[src/rtl/mem_stage.sv]
// MEM stage: runs the req/addr_ok/data_ok data-memory handshake for loads/stores and builds the MEM->WB bus.
// Loads/stores take 3+ cycles and hold DONE until wb allowin; non-memops pass through combinationally. Optional: MEM_ALIGN_CHECK_EN.
module mem_stage (
    input  logic         clk,
    input  logic         rst,
    input  logic [106:0] exe2mem_bus_ri,
    output logic [101:0] mem2wb_bus_o,
    input  logic         ctl_mem_valid_i,
    input  logic         ctl_wb_allowin_i,
    output logic         ctl_mem_over_o,
    output logic [4:0]   ctl_mem_dest_o,
    output logic [31:0]  ctl_mem_pc_o,
    output logic         dm_req_o,
    output logic         dm_we_o,
    output logic [3:0]   dm_wstrb_o,
    output logic [31:0]  dm_addr_o,
    output logic [31:0]  dm_wdata_o,
    input  logic         dm_addr_ok_i,
    input  logic         dm_data_ok_i,
    input  logic [31:0]  dm_rdata_i,
    output logic         ctl_mem_misalign_o
);

    typedef enum logic [1:0] {S_IDLE, S_REQ, S_WAIT, S_DONE} state_t;

    state_t      state, state_nxt;
    logic        ld, st, uns, we_f;
    logic [1:0]  size;
    logic [31:0] st_data, exe_result, pc;
    logic [4:0]  wdest;
    logic        memop, trap, bus_we, rdata_cap;
    logic [31:0] rdata_q, ld_val, wdata;
    logic [3:0]  strb;
    logic [7:0]  ld_byte;
    logic [15:0] ld_half;

    assign {ld, st, size, uns, st_data, exe_result, wdest, we_f, pc} = exe2mem_bus_ri;
    assign memop = ctl_mem_valid_i & (ld | st);

`ifdef MEM_ALIGN_CHECK_EN
    logic misalign, misalign_q;

    assign misalign = (size == 2'b01) ? exe_result[0] :
                      (size == 2'b00) ? 1'b0 : (|exe_result[1:0]);
    assign trap     = memop & misalign;
    assign bus_we   = we_f & ~trap;

    // Latched on leaving IDLE so the flag stays put for the whole DONE residency.
    always_ff @(posedge clk or posedge rst) begin
        if (rst) begin
            misalign_q <= 1'b0;
        end else if (state == S_IDLE) begin
            misalign_q <= trap;
        end
    end

    assign ctl_mem_misalign_o = (state == S_DONE) & misalign_q;
`else
    assign trap               = 1'b0;
    assign bus_we             = we_f;
    assign ctl_mem_misalign_o = 1'b0;
`endif

    always_ff @(posedge clk or posedge rst) begin
        if (rst) begin
            state <= S_IDLE;
        end else begin
            state <= state_nxt;
        end
    end

    always_comb begin
        state_nxt = state;
        rdata_cap = 1'b0;
        case (state)
            S_IDLE: begin
                if (trap) begin
                    state_nxt = S_DONE;
                end else if (memop) begin
                    state_nxt = S_REQ;
                end
            end
            S_REQ: begin
                if (dm_addr_ok_i) begin
                    state_nxt = dm_data_ok_i ? S_DONE : S_WAIT;
                    rdata_cap = dm_data_ok_i;
                end
            end
            S_WAIT: begin
                if (dm_data_ok_i) begin
                    state_nxt = S_DONE;
                    rdata_cap = 1'b1;
                end
            end
            S_DONE: begin
                if (ctl_wb_allowin_i) begin
                    state_nxt = S_IDLE;
                end
            end
            default: state_nxt = S_IDLE;
        endcase
    end

    // Only response beats update the load register; stray data_ok in IDLE/DONE is dropped.
    always_ff @(posedge clk or posedge rst) begin
        if (rst) begin
            rdata_q <= 32'h0;
        end else if (rdata_cap) begin
            rdata_q <= dm_rdata_i;
        end
    end

    always_comb begin
        strb  = 4'b1111;
        wdata = st_data;
        case (size)
            2'b00: begin
                strb  = 4'b0001 << exe_result[1:0];
                wdata = {4{st_data[7:0]}};
            end
            2'b01: begin
                strb  = 4'b0011 << {exe_result[1], 1'b0};
                wdata = {2{st_data[15:0]}};
            end
            default: begin
                strb  = 4'b1111;
                wdata = st_data;
            end
        endcase
    end

    assign ld_byte = rdata_q[{exe_result[1:0], 3'b000} +: 8];
    assign ld_half = exe_result[1] ? rdata_q[31:16] : rdata_q[15:0];

    always_comb begin
        ld_val = rdata_q;
        case (size)
            2'b00:   ld_val = {{24{~uns & ld_byte[7]}}, ld_byte};
            2'b01:   ld_val = {{16{~uns & ld_half[15]}}, ld_half};
            default: ld_val = rdata_q;
        endcase
    end

    assign dm_req_o   = (state == S_REQ);
    assign dm_we_o    = st;
    assign dm_wstrb_o = st ? strb : 4'b0000;
    assign dm_addr_o  = exe_result;
    assign dm_wdata_o = wdata;

    assign ctl_mem_over_o = (state == S_DONE) |
                            ((state == S_IDLE) & ctl_mem_valid_i & ~(ld | st));
    assign ctl_mem_dest_o = wdest & {5{ctl_mem_valid_i}};
    assign ctl_mem_pc_o   = pc;

    assign mem2wb_bus_o = {wdest, bus_we, (ld ? ld_val : exe_result),
                           (memop ? exe_result : 32'h0), pc};

endmodule

[config.mk]
export PLATFORM = sky130hd
export DESIGN_NAME = mem_stage
export DESIGN_NICKNAME = d
export VERILOG_FILES = /design/src/rtl/mem_stage.sv
export SDC_FILE = /design/constraint.sdc
export NUM_CORES = 1
export LEC_CHECK = 0
export ABC_AREA = 1
export CORE_AREA = 2 2 139 141
export DETAILED_ROUTE_END_ITERATION = 16
export DIE_AREA = 0 0 141 143
export SLEW_MARGIN = 10
export SYNTH_ARGS = -nofsm -noshare
export SYNTH_HDL_FRONTEND = slang
export SYNTH_SLANG_ARGS = --single-unit
[constraint.sdc]
create_clock -name clk -period 4.7 [get_ports clk]
set_input_delay 0.94 -clock clk [delete_from_list [all_inputs] [get_ports clk]]
set_output_delay 0.94 -clock clk [all_outputs]
set_load 0.05 [all_outputs]
Word level (Yosys, flattened, before mapping)
Index checks and enable logic that the tools add are counted. Widths: inputs -> output; s select.

Flip-flop bits (word level): 34. Output and inout bits: 211. Word-level logic and storage cells: 42.

Equality and inequality tests: 8. Shifts and indexed selects: 3. Muxes and demuxes: 16. Bitwise operators: 10. Reduce and logical (&&, ||, !) cells: 3.

Operators with widths (number): $pmux 32 s2 (2); $mux 32 (2); $shiftx 32x6->8 (1); $mux 16 (1); $mux 2 (4); $pmux 2 s4 (1); $pmux 4 s2 (1); $ne 2x2->1 const B (3); $and 1x1->1 (5); $and 5x5->5 (1); $eq 2x1->1 const B (2); $eq 2x2->1 const B (2); $logic_not 2->1 (2); $mux 4 (1); $reduce_and 4->1 (1); $shl 1x2->4 const A (1); $shl 2x2->4 const A (1); $mux 1 (3); $ne 2x1->1 const B (1); $not 1->1 (2); $or 1x1->1 (2); $pmux 1 s2 (1).

Depth between registers and ports, before layout
Gate-level depths: netlist of the first run.

Depth after elaboration: 4. Depth in mapped cells: 10. Mapped depth without buffers: 9.

Least setup slack after synthesis of the first run
OpenSTA, ideal clock, no wires.

Kind: input -> output. Start point: input exe2mem_bus_ri[104]. End point: output dm_wstrb_o[1]. Arrival time: 2657 ps. Slack: 1103 ps. Cell stages on the path: 6. Buffers on the path: 2. Cell sequence: buf_2 > nor2_4 > nand2_2 > buf_6 > clkinv_2 > a211oi_1.

Longest elaborated chain between the ends: 3. Elaborated cells on any way between the ends: 4.

Ends and longest elaborated chain: from (decl) (line 6) `input logic [106:0] exe2mem_bus_ri,`; $eq 2x1->1 / $logic_not 2->1 (equally long branches) (line 116) `case (size)`; $pmux 4 s2 * (line 116); $mux 4 * (line 146) `assign dm_wstrb_o = st ? strb : 4'b0000;`; to (decl) (line 15) `output logic [3:0] dm_wstrb_o,`.

Every way passes the cells marked *; elsewhere a longest branch is shown, timed or not.

Worst setup path after layout of the first run
Start point: input ctl_mem_valid_i. End point: output mem2wb_bus_o[52].

Longest elaborated chain between the ends: 2.

Ends and longest elaborated chain: from (decl) (line 8) `input logic ctl_mem_valid_i,`; $and 1x1->1 (line 38) `assign memop = ctl_mem_valid_i & (ld | st);`; $mux 32 (line 156) `(memop ? exe_result : 32'h0), pc};`; to (decl) (line 7) `output logic [101:0] mem2wb_bus_o,`.

Every way passes these cells.

==> reports/qor.txt, run 1 <==
status: finished, final reports clean
total routing usage reported by global routing: 0.165
layout-stage area growth over the synthesis result: 58.8%
half-perimeter wire length after placement: 14500 um
global placement routability congestion: 0.880
relative slew slack: 0.508
Slew Limit Fails: 0
kind of start point of the critical path: input pin
Arrival @ worst endpoint: 3130 ps
count of port buffers added during placement: 256
Leak Pwr: 3.22 nW
share of the yosys chip area belonging to registers: 0.211
aggregate global routing overflow: 0
top_reg_cell synth: sky130_fd_sc_hd__dfrtp_1
mux share of post-synthesis cell area: 0
floorplan core area: 18600 sq um
total setup violations reported at the end of the flow: 0
cell type with the largest total area after synthesis: sky130_fd_sc_hd__buf_4
clock root buffer master: sky130_fd_sc_hd__clkbuf_16
final-layout setup total negative slack: 0 ps
Area contributors post-synth: sky130_fd_sc_hd__buf_4, sky130_fd_sc_hd__dfrtp_1, sky130_fd_sc_hd__nand2_1
drt initial violations: 235
cell count after placement: 1038
clock insertion delay at the later pin of the skew report: 280 ps
CP required: 3760 ps
min cycle time layout: 4070 ps
setup repair after global routing missed its margin: no
biggest fanout along the worst timing path: 17
path type of the worst min-delay path: reg2reg
count of state elements after synthesis: 34
kind of critical path: in2out
postcts setup bufs: 0
Die Ht: 143 um
count of yosys warnings during synthesis: 0
final layout net count: 961
DIE WIDTH: 141 um
non-filler instance count after layout: 1047
Clk pin slew, worst setup/hold paths: 60 ps
Fillers: 2009
TritonCTS clock tree: built
ports placed on the boundary: 356
worst-margin pin slew: 736 ps
post-synth cell types: 27
sum of internal, switching and leakage power: 2.42 mW
Simple-Gate Fraction of Synth Area: 0.284
maximum count of clock buffers along a single path: 2
drt first pass iters: 4
total number of vias: 4397
number of failing hold endpoints at the final stage: 0
via density per instance: 4.20
adder and majority cell fraction of the synthesized area: 0.0155
Peak supply drop: 0.000180 V
Post-synth EDFFs: 0
final core area utilization: 0.345
clk sink count: 34
share of the synthesized area in the top cell type: 0.214
wire length per cell: 16.6 um
worst clock skew: 4.18 ps
share of the synthesized area in compound gates (AO/OA/AOI/OAI): 0.136
commonest non-fill, non-tap cell in the layout: sky130_fd_sc_hd__clkdlybuf4s50_1
main combinational cell family by area after synthesis: buffers and inverters
power per cell area: 378 nW/um^2
initial antenna violation count: 1
top library cells by usage in the layout, fill and taps aside: sky130_fd_sc_hd__clkdlybuf4s50_1, sky130_fd_sc_hd__nand2_1, sky130_fd_sc_hd__inv_1, sky130_fd_sc_hd__nor2_1, sky130_fd_sc_hd__a21oi_1
hold-fix buffer count after cts: 0
initial core utilization: 0.217
remaining antenna violation count after routing: 0
Synth Area per Inst: 5.93 sq um
sequential cell area: 851 sq um
count of mapped cells out of synthesis: 680
fraction of layout instances using a drive strength above 1: 0.107
netlist area before placement: 4030 sq um
max-capacitance violation count: 0
area enclosed by the die boundary: 20200 sq um
clock buffers created by TritonCTS: 5
largest net degree at the start of global routing: 65
highest attainable clock frequency: 246 MHz
nets in the synthesized netlist: 830
final WL: 17400 um
maximum level of the CTS H-tree: 2
element type at the critical path end: output port
Synth async-reset ratio: 1.00
global-route wire length before repair: 25500 um
Gates resized, CTS repair: 0
multi-input logic area: 1770 sq um
portion of the clock cycle consumed by the worst path in the final layout: 0.867
Post-Synth XOR/XNOR Area: 0
DRC Markers: 0
row count: 50
via count of the first global-routing pass: 4252
cell families (layout without fill, tap and decap cells):
family                     Yosys count  after routing
buffers and inverters              258            390
DFF                                 34             34
and+or+nand+nor                    281            281
AOI/OAI and AO/OA                  101            101
adders and majority gates            5              5
other                                1              2
stage by stage:
stage	cell area (sq um)	hold WS, ps	worst slack [ps]
2_1_floorplan	4030	459	1100
3_3_place_gp	6230	482	593
3_5_place_dp	6230	489	597
4_1_cts	6400	503	591
5_1_grt	6400	523	492
6_report	6400	497	627
cell usage after synthesis (2+ instances only):
cell,count
sky130_fd_sc_hd__buf_1,2
sky130_fd_sc_hd__inv_1,111
sky130_fd_sc_hd__o211ai_1,7
sky130_fd_sc_hd__nand3_1,45
sky130_fd_sc_hd__clkbuf_1,14
sky130_fd_sc_hd__o21ai_0,14
sky130_fd_sc_hd__buf_2,9
sky130_fd_sc_hd__nand2_1,173
sky130_fd_sc_hd__nor2_1,56
sky130_fd_sc_hd__o21ai_1,22
sky130_fd_sc_hd__nand3b_1,2
sky130_fd_sc_hd__a21oi_2,2
sky130_fd_sc_hd__dfrtp_1,34
sky130_fd_sc_hd__o21ai_2,4
sky130_fd_sc_hd__ha_1,5
sky130_fd_sc_hd__nor2_4,2
sky130_fd_sc_hd__a21oi_1,50
sky130_fd_sc_hd__buf_4,115
sky130_fd_sc_hd__inv_2,5
per-layer routing:
layer / vias to the layer above / global-route usage / part of all wire
met5: - / 0 / 0
met4: 0 / 0.0684 / 0.038
met3: 57 / 0.0288 / 0.064
met2: 160 / 0.274 / 0.48
met1: 1950 / 0.211 / 0.42
li1: 2230 / - / -
registers in the layout (all words and copies together), names as in the netlist:
name	cells
state	2
rdata_q	32
final cells by class:
| class | instances | share of cell area |
|---|---|---|
| clock buffer | 5 | 0.0195 |
| timing repair buffer | 265 | 0.449 |
| clock inverter | 3 | 0.00704 |
| sequential | 34 | 0.133 |
| multi-input combinational | 388 | 0.277 |
| antenna | 1 | 0.000391 |
| tap | 234 | 0.0457 |
| inverter | 117 | 0.0688 |
final timing paths:
kind,start,to,slack (ps),cells past startpoint
min,rdata_q[6]$_DFFE_PP0P_,rdata_q[6]$_DFFE_PP0P_,500,2
max in group asynchronous,rst,rdata_q[10]$_DFFE_PP0P_,3310,3
max,ctl_mem_valid_i,mem2wb_bus_o[52],630,5
min in group asynchronous,rst,rdata_q[20]$_DFFE_PP0P_,1070,3
max reg2reg,state[1]$_DFFE_PP0P_,rdata_q[27]$_DFFE_PP0P_,2840,7
min reg2reg,rdata_q[6]$_DFFE_PP0P_,rdata_q[6]$_DFFE_PP0P_,500,2
power by group:
part / internal [mW] / total (mW) / switching (mW)
Sequential: 0.427 / 0.565 / 0.138
Combinational: 0.566 / 1.47 / 0.904
Clock: 0.250 / 0.383 / 0.133
Total: 1.24 / 2.42 / 1.18
critical path, stage by stage:
cell and delay (ps):
sky130_fd_sc_hd__clkdlybuf4s50_1 710, sky130_fd_sc_hd__o21ai_4 260, sky130_fd_sc_hd__buf_4 270, sky130_fd_sc_hd__nor2_1 130
sky130_fd_sc_hd__clkdlybuf4s50_1 820
Note: power is estimated with default switching activity, not from simulation.
==> run 2: changes to the inputs <==
--- a/config.mk
+++ b/config.mk
@@ -9,7 +9,6 @@
 export CORE_AREA = 2 2 139 141
 export DETAILED_ROUTE_END_ITERATION = 16
 export DIE_AREA = 0 0 141 143
-export SLEW_MARGIN = 10
 export SYNTH_ARGS = -nofsm -noshare
 export SYNTH_HDL_FRONTEND = slang
 export SYNTH_SLANG_ARGS = --single-unit
==> results of run 2 <==
No change in the layout: final DEF, timing and power equal those of run 1.
